===== config.mk =====
export PLATFORM = sky130hd
export DESIGN_NAME = grf_d_read
export DESIGN_NICKNAME = d
export VERILOG_FILES = /design/src/rtl/grf_pkg.sv /design/src/rtl/grf_bypass_mux.sv /design/src/rtl/grf_d_read.sv
export SDC_FILE = /design/constraint.sdc
export NUM_CORES = 2
export LEC_CHECK = 0
export CAP_MARGIN = 20
export CORE_ASPECT_RATIO = 1.4
export CORE_MARGIN = 2
export CORE_UTILIZATION = 50
export DETAILED_ROUTE_END_ITERATION = 12
export GPL_ROUTABILITY_DRIVEN = 0
export GPL_TIMING_DRIVEN = 0
export HOLD_SLACK_MARGIN = 0.06
export PLACE_DENSITY = 0.76
export SLEW_MARGIN = 20
export SYNTH_ARGS = -nofsm -noshare
export SYNTH_HDL_FRONTEND = slang
export SYNTH_SLANG_ARGS = --single-unit

===== constraint.sdc =====
create_clock -name clk -period 6 [get_ports clk]
set_input_delay 0.9 -clock clk [delete_from_list [all_inputs] [get_ports clk]]
set_output_delay 0.9 -clock clk [all_outputs]
set_load 0.01 [all_outputs]

===== src/rtl/grf_pkg.sv =====
// Shared definitions for the general register file (W-stage writer, D-stage reader).
// Holds the register-file geometry, the hardwired-zero register index, the reset
// value of every storage element, and the commit qualifier shared by the array
// and the read bypass.
package grf_pkg;

  localparam int NREG  = 32;
  localparam int AW    = 5;
  localparam int DW    = 32;
  localparam int CNT_W = 32;

  localparam logic [AW-1:0] REG_ZERO  = 5'd0;
  localparam logic [DW-1:0] RESET_VAL = 32'h0;

  // A write commits only when enabled, not aimed at r0, and not under reset.
  function automatic logic is_commit(input logic we, input logic [AW-1:0] a3,
                                     input logic rst);
    return we && (a3 != REG_ZERO) && !rst;
  endfunction

endpackage


===== src/rtl/grf_bypass_mux.sv =====
// Read-port selector for one D-stage read port.
// Ports:
//   addr  - D-stage read address
//   we    - write is committing this cycle (already qualified: enabled, A3!=0, no reset)
//   a3    - W-stage destination register
//   wd    - W-stage write-back data
//   word  - current array contents at addr
//   reset - synchronous reset of the register file; forces the read to zero
//   rd    - read data: 0 for r0 or during reset, else bypassed WD, else array word
module grf_bypass_mux
  import grf_pkg::*;
(
  input  logic [AW-1:0] addr,
  input  logic          we,
  input  logic [AW-1:0] a3,
  input  logic [DW-1:0] wd,
  input  logic [DW-1:0] word,
  input  logic          reset,
  output logic [DW-1:0] rd
);

  // Priority select: reset, then hardwired zero, then same-cycle bypass, then array.
  always_comb begin
    rd = RESET_VAL;
    if (reset) begin
      rd = RESET_VAL;
    end else if (addr == REG_ZERO) begin
      rd = RESET_VAL;
    end else if (we && (a3 == addr)) begin
      rd = wd;
    end else begin
      rd = word;
    end
  end

endmodule


===== src/rtl/grf_d_read.sv =====
// General register file between the W stage (writer) and the D stage (reader).
// Ports:
//   clk, reset            - rising-edge clock, synchronous active-high reset
//   A1_D, A2_D            - D-stage read addresses (rs, rt)
//   RD1_D, RD2_D          - combinational read data with W->D bypass
//   RegWrite_W, A3_W      - W-stage write enable and destination
//   WD_W, PC_W            - W-stage write-back data and instruction PC
//   TraceValid            - high for one cycle after each committed write
//   TracePC/Addr/Data     - PC, destination and data of the last committed write
//   CommitCount           - committed writes since reset, wrapping
module grf_d_read
  import grf_pkg::*;
(
  input  logic             clk,
  input  logic             reset,
  input  logic [AW-1:0]    A1_D,
  input  logic [AW-1:0]    A2_D,
  output logic [DW-1:0]    RD1_D,
  output logic [DW-1:0]    RD2_D,
  input  logic             RegWrite_W,
  input  logic [AW-1:0]    A3_W,
  input  logic [DW-1:0]    WD_W,
  input  logic [31:0]      PC_W,
  output logic             TraceValid,
  output logic [31:0]      TracePC,
  output logic [AW-1:0]    TraceAddr,
  output logic [DW-1:0]    TraceData,
  output logic [CNT_W-1:0] CommitCount
);

  logic [DW-1:0]    regs_r [NREG];
  logic             trace_valid_r;
  logic [31:0]      trace_pc_r;
  logic [AW-1:0]    trace_addr_r;
  logic [DW-1:0]    trace_data_r;
  logic [CNT_W-1:0] commit_count_r;
  logic             commit_s;

  assign commit_s = is_commit(RegWrite_W, A3_W, reset);

  grf_bypass_mux u_rd1 (
    .addr  (A1_D),
    .we    (commit_s),
    .a3    (A3_W),
    .wd    (WD_W),
    .word  (regs_r[A1_D]),
    .reset (reset),
    .rd    (RD1_D)
  );

  grf_bypass_mux u_rd2 (
    .addr  (A2_D),
    .we    (commit_s),
    .a3    (A3_W),
    .wd    (WD_W),
    .word  (regs_r[A2_D]),
    .reset (reset),
    .rd    (RD2_D)
  );

  // Register array, commit trace and commit counter; reset wins over a same-edge write.
  always_ff @(posedge clk) begin
    if (reset) begin
      for (int i = 0; i < NREG; i++) begin
        regs_r[i] <= RESET_VAL;
      end
      trace_valid_r  <= 1'b0;
      trace_pc_r     <= 32'h0;
      trace_addr_r   <= REG_ZERO;
      trace_data_r   <= RESET_VAL;
      commit_count_r <= '0;
    end else if (commit_s) begin
      regs_r[A3_W]   <= WD_W;
      trace_valid_r  <= 1'b1;
      trace_pc_r     <= PC_W;
      trace_addr_r   <= A3_W;
      trace_data_r   <= WD_W;
      commit_count_r <= commit_count_r + CNT_W'(1);
    end else begin
      // Non-commit edge: only the valid pulse drops, the last commit stays visible.
      trace_valid_r  <= 1'b0;
    end
  end

  assign TraceValid  = trace_valid_r;
  assign TracePC     = trace_pc_r;
  assign TraceAddr   = trace_addr_r;
  assign TraceData   = trace_data_r;
  assign CommitCount = commit_count_r;

endmodule


[Yosys cells after proc, flatten, opt, wreduce, memory -nomap -nowiden]
Memory sizes are Yosys's and may differ from the RTL's.
Index checks and enable logic that the tools add are counted.
Cells by class
  multiplexer cells: 14
  equality and inequality tests: 2
  reductions and logical operators: 9
  $add $sub $neg: 1
Operator list (count)
  $mux W32: 7
  $add A32 B1 Y32 const B: 1
  $reduce_or A32 Y1: 1
  $eq A5 B5 Y1: 2
  $logic_not A5 Y1: 2
  $mux W1: 6
  $mux W5: 1
  $reduce_bool A5 Y1: 1
  $logic_and A1 B1 Y1: 4
  $logic_not A1 Y1: 1
Word-level totals
  output and inout bits: 166
  word-level logic and storage cells: 32
  bits in writable memories: 1024
  register bits after elaboration: 102
  memories kept: 1
  input port bits: 82
Memory list
  regs_r: depth 32, bits a word 32, read ports 2, clocked after memory_dff 0, write ports 32, line grf_d_read.sv:31  | logic [DW-1:0] regs_r [NREG];

[Depth between registers and ports, before layout]
  depth after elaboration: 8
  depth in mapped cells: 9
  depth with buffers taken out: 6

[Hierarchy]
From an unflattened synthesis, not the netlist that was laid out.
Unflattened totals
  cell total of the unflattened synthesis: 5342
  area, all modules: 60710.7 sq um
Modules (own cells, without submodules)
  grf_d_read: area an instance 59409.5 sq um, sequential area each 32791.4 sq um, times used 1, cells an instance 5096
  grf_bypass_mux: area an instance 650.6 sq um, sequential area each 0.0 sq um, times used 2, cells an instance 123

[Worst setup path before layout]
Ideal clock, no wire load.
  path type: input to register
  from: input port A3_W[2]
  to: memory regs_r[16][0] (enable)
  data required time: 5.534 ns
  stages on the path: 4
  arrival: 4.041 ns
  library setup time: 0.466 ns
  setup slack: 1.494 ns
  path buffers: 2
  cells stage by stage: clkbuf_1 or3b_2 clkbuf_1 o21ai_0
RTL lines
  from (decl): line grf_d_read.sv:21  | input logic [AW-1:0] A3_W,
  to (decl): line grf_d_read.sv:31

[Worst setup path after layout]
  from: input port A2_D[4]
  to: output port RD2_D[30]
On the way
  longest elaborated chain between the ends: 5
  elaborated cells on any way between the ends: 7
  those cells by class: eq/ne: 1; mux: 3; reduce/logical: 2; memory: 1
RTL lines
  from (decl): line grf_d_read.sv:17  | input logic [AW-1:0] A2_D,
  parallel branches: the longest is 3 deep, another holds $mem_v2 Z32 W32
  $mux W32 (*): line grf_bypass_mux.sv:27  | end else if (addr == REG_ZERO) begin
  $mux W32 (*): line grf_bypass_mux.sv:25  | if (reset) begin
  to (decl): line grf_d_read.sv:19  | output logic [DW-1:0] RD2_D,
Mark *: on every way between the ends.

==> summary.md <==
| Metric | Value |
|---|---|
| Post-synthesis sequential element count | `1126` |
| CTS tree | `done` |
| Slew @ Worst Pin | `1.20 ns` |
| Static leakage | `22.9 nW` |
| CTS sink cnt | `1126` |
| Start of the worst register-to-register path | `CommitCount[7]` |
| Max-cap check violation count | `0` |
| Via-to-Cell Ratio | `6.40` |
| DP HPWL | `143 mm` |
| Cts bufs inserted | `107` |
| Seq pwr share | `49.8%` |
| Global route total overflow | `0` |
| Max VDD drop | `256 uV` |
| Multi-input gate area | `24400 um^2` |
| RSZ-0062 raised after global routing | `false` |
| Row cnt | `148` |
| Hold_sp | `TracePC[30]` |
| Vias | `39070` |
| Number of flops mapped to enable cells by yosys | `1024` |
| Area growth syn-to-layout | `15.9%` |
| Clk_skew | `0.0110 ns` |
| Top cells by area, synth | `edfxtp_1, mux4_2, and2_1` |
| Setup TNS | `-0.0592 ns` |
| Layout cells sized above 1 | `21.1%` |
| H-tree depth | `3` |
| Root buffer cell | `clkbuf_16` |
| Number of global-route vias before repair | `40726` |
| Clk_lat worst skew | `0.74 ns` |
| Status | `finished, violations left` |
| CP required | `5.10 ns` |
| Yosys warnings | `0` |
| Pre-CTS WS | `-0.450 ns` |
| Most common cell after layout, fill and taps aside | `edfxtp_1` |
| R2r setup slk | `3.82 ns` |
| Die area | `120000 um^2` |
| Post-Syn Instances | `4092` |
| Post-layout util | `58.3%` |
| Mean routed wirelength per cell | `30.5 um` |
| Fin crit share | `101%` |
| Clock-pin transition on the worst setup and hold timing paths | `0.06 ns` |
| PD cells | `272 nW/um^2` |
| Drt total wl | `186 mm` |
| Die Ht | `409 um` |
| Finish-stage setup viols | `1` |
| Yosys top cell area share | `52.6%` |
| Most frequent cells in the layout | `edfxtp_1, and2_1, mux4_2` |
| Fin. max-slew vios | `0` |
| Crit start category | `input port` |
| Initial antenna violation count | `9` |
| Arr. time, crit path | `5.16 ns` |
| Synth async-reset ratio | `0%` |
| Total power | `18.4 mW` |
| Placeable Area | `116000 um^2` |
| Setup ws final | `-0.0592 ns` |
| Post-layout min period | `6.06 ns` |
| Hold EP | `TracePC[30]` |
| Crit Path Category | `input port to primary output` |
| Tot GR Track Use | `30.9%` |
| Syn Area/Cell | `14.3 um^2` |
| R2r endpoint | `CommitCount[31]` |
| Sw Share | `25.3%` |
| NumNets Final | `4596` |
| Filler cells | `8667` |
| Max Freq | `165 MHz` |
| Clock share of power | `36.8%` |
| Post-route DRC | `0` |
| Slew HR | `19.8%` |
| Detailed Route Iter0 Violations | `4980` |
| Ports | `248` |
| Combinational share of power | `13.3%` |
| Clk buf depth | `3` |
| Worst hold stages | `2` |
| FF+latch area | `32800 um^2` |
| Starting density of the core | `50.4%` |
| Register-to-Register Path Depth | `7` |
| Failing checks | `setup timing` |
| Net switching power | `4.67 mW` |
| Int Pwr | `13.8 mW` |
| Largest net degree at the start of global routing | `23` |
| Worst setup EP type | `primary output` |
| Maximum fanout along the worst path | `10` |
| Final Hold Fails | `0` |
| Port bufs | `241` |
| Seq/Total Area, Yosys | `56.1%` |
| Hold WC Path Type | `register to register` |
| Mapped cell area | `58500 um^2` |
| Die X-Extent | `293 um` |
| Most used DFF post-synth | `edfxtp_1` |
| First-pass GRT wire length | `265 mm` |
| DRT antenna net count | `0` |
| Post-synth cell types | `49` |
| 1st-pass router iterations | `7` |
| Fin Hold WS | `0.455 ns` |
| Hold-fix buffers, CTS | `0` |
| Yosys top cell by area | `edfxtp_1` |
[per-layer routing]
metal  GRT usage [%]  wire length (um)  up-vias
met5               0                41        -
met4            19.3             12600        8
met3            7.04             21500      574
met2            52.2             91700     2641
met1            35.5             60200    19437
li1                -                 -    16410
[Yosys cell counts, types with 10 or more instances]
library cell,count
o21ai_0,169
buf_2,90
edfxtp_1,1024
and2_1,995
dfxtp_1,102
a22oi_1,131
nand3_1,51
xnor2_1,20
mux4_2,480
o21ai_1,30
a211o_1,32
nand2_1,146
buf_1,23
xor2_1,10
nor2_1,72
o22ai_1,32
mux2_2,134
clkbuf_1,313
a22o_1,64
a21oi_1,69
nor3_1,38
[power groups by stage]
stage	clock network (mW)	logic (mW)	registers, mW
3_5_place_dp	0	2.38	9.34
3_3_place_gp	0	2.24	9.35
5_1_grt	7.06	2.53	9.23
4_1_cts	6.79	2.40	9.18
2_1_floorplan	0	1.37	9.31
6_report	6.79	2.46	9.19
[critical path: stages]
cell and delay, ns:
clkdlybuf4s50_1 0.56, clkbuf_2 0.36, nor2_2 0.89, clkbuf_1 0.69
a22oi_1 0.35, o21ai_0 0.15, o21ai_0 0.11, o21ai_1 0.47
clkdlybuf4s50_1 0.65
[through the flow]
stage                     area [um^2]  cells
after CTS                       67700   6104
after global placement          62900   5864
after detailed placement        64300   5904
after global routing            67700   6104
after floorplan                 58600   4123
final                           67700   6105
[how the worst max path moves through the flow]
| stage | startpoint | end | slack (ns) | cells after the start |
|---|---|---|---|---|
| 2_1_floorplan | A3_W[2] | regs_r[16][0] | 1.49 | 4 |
| 3_3_place_gp | reset | regs_r[7][6] | -1.98 | 6 |
| 3_5_place_dp | A2_D[1] | RD2_D[31] | -0.45 | 10 |
| 4_1_cts | A2_D[1] | RD2_D[31] | 0.004 | 10 |
| 5_1_grt | A2_D[2] | RD2_D[21] | 0.01 | 10 |
| 6_report | A2_D[4] | RD2_D[30] | -0.06 | 9 |
[layout make-up]
type                       count  share of cell area, %
antenna                        1                0.00369
inverter                       4                 0.0222
clock buffer                 138                   4.20
sequential                  1126                   48.4
buffer                       432                   2.65
clock inverter                62                  0.872
multi-input combinational   2561                   36.0
timing repair buffer         281                   5.10
tap                         1500                   2.77
[what timing repair did]
action | 4_1_cts | 5_1_grt
buffers inserted | 0 | 0
resized for setup | 5 | 16
setup endpoints to repair | 31 | 11
[sequential cells by signal, indices dropped and copies added (netlist names)]
name and count:
TraceData 32, TracePC 32, TraceAddr 5, CommitCount 32
regs_r 1024, TraceValid 1
[cells by family after synthesis]
family	Yosys count	share of synthesized area, %
other	1	0.00641
xor gates and xnor gates	30	0.449
DFF	1126	56.1
and+or+nand+nor	1350	13.4
adders and majority gates	1	0.0214
muxes	614	21.1
AOI/OAI and AO/OA	534	5.94
buffers and inverters	436	3.05
No activity file was read; power rests on OpenSTA's default activity.
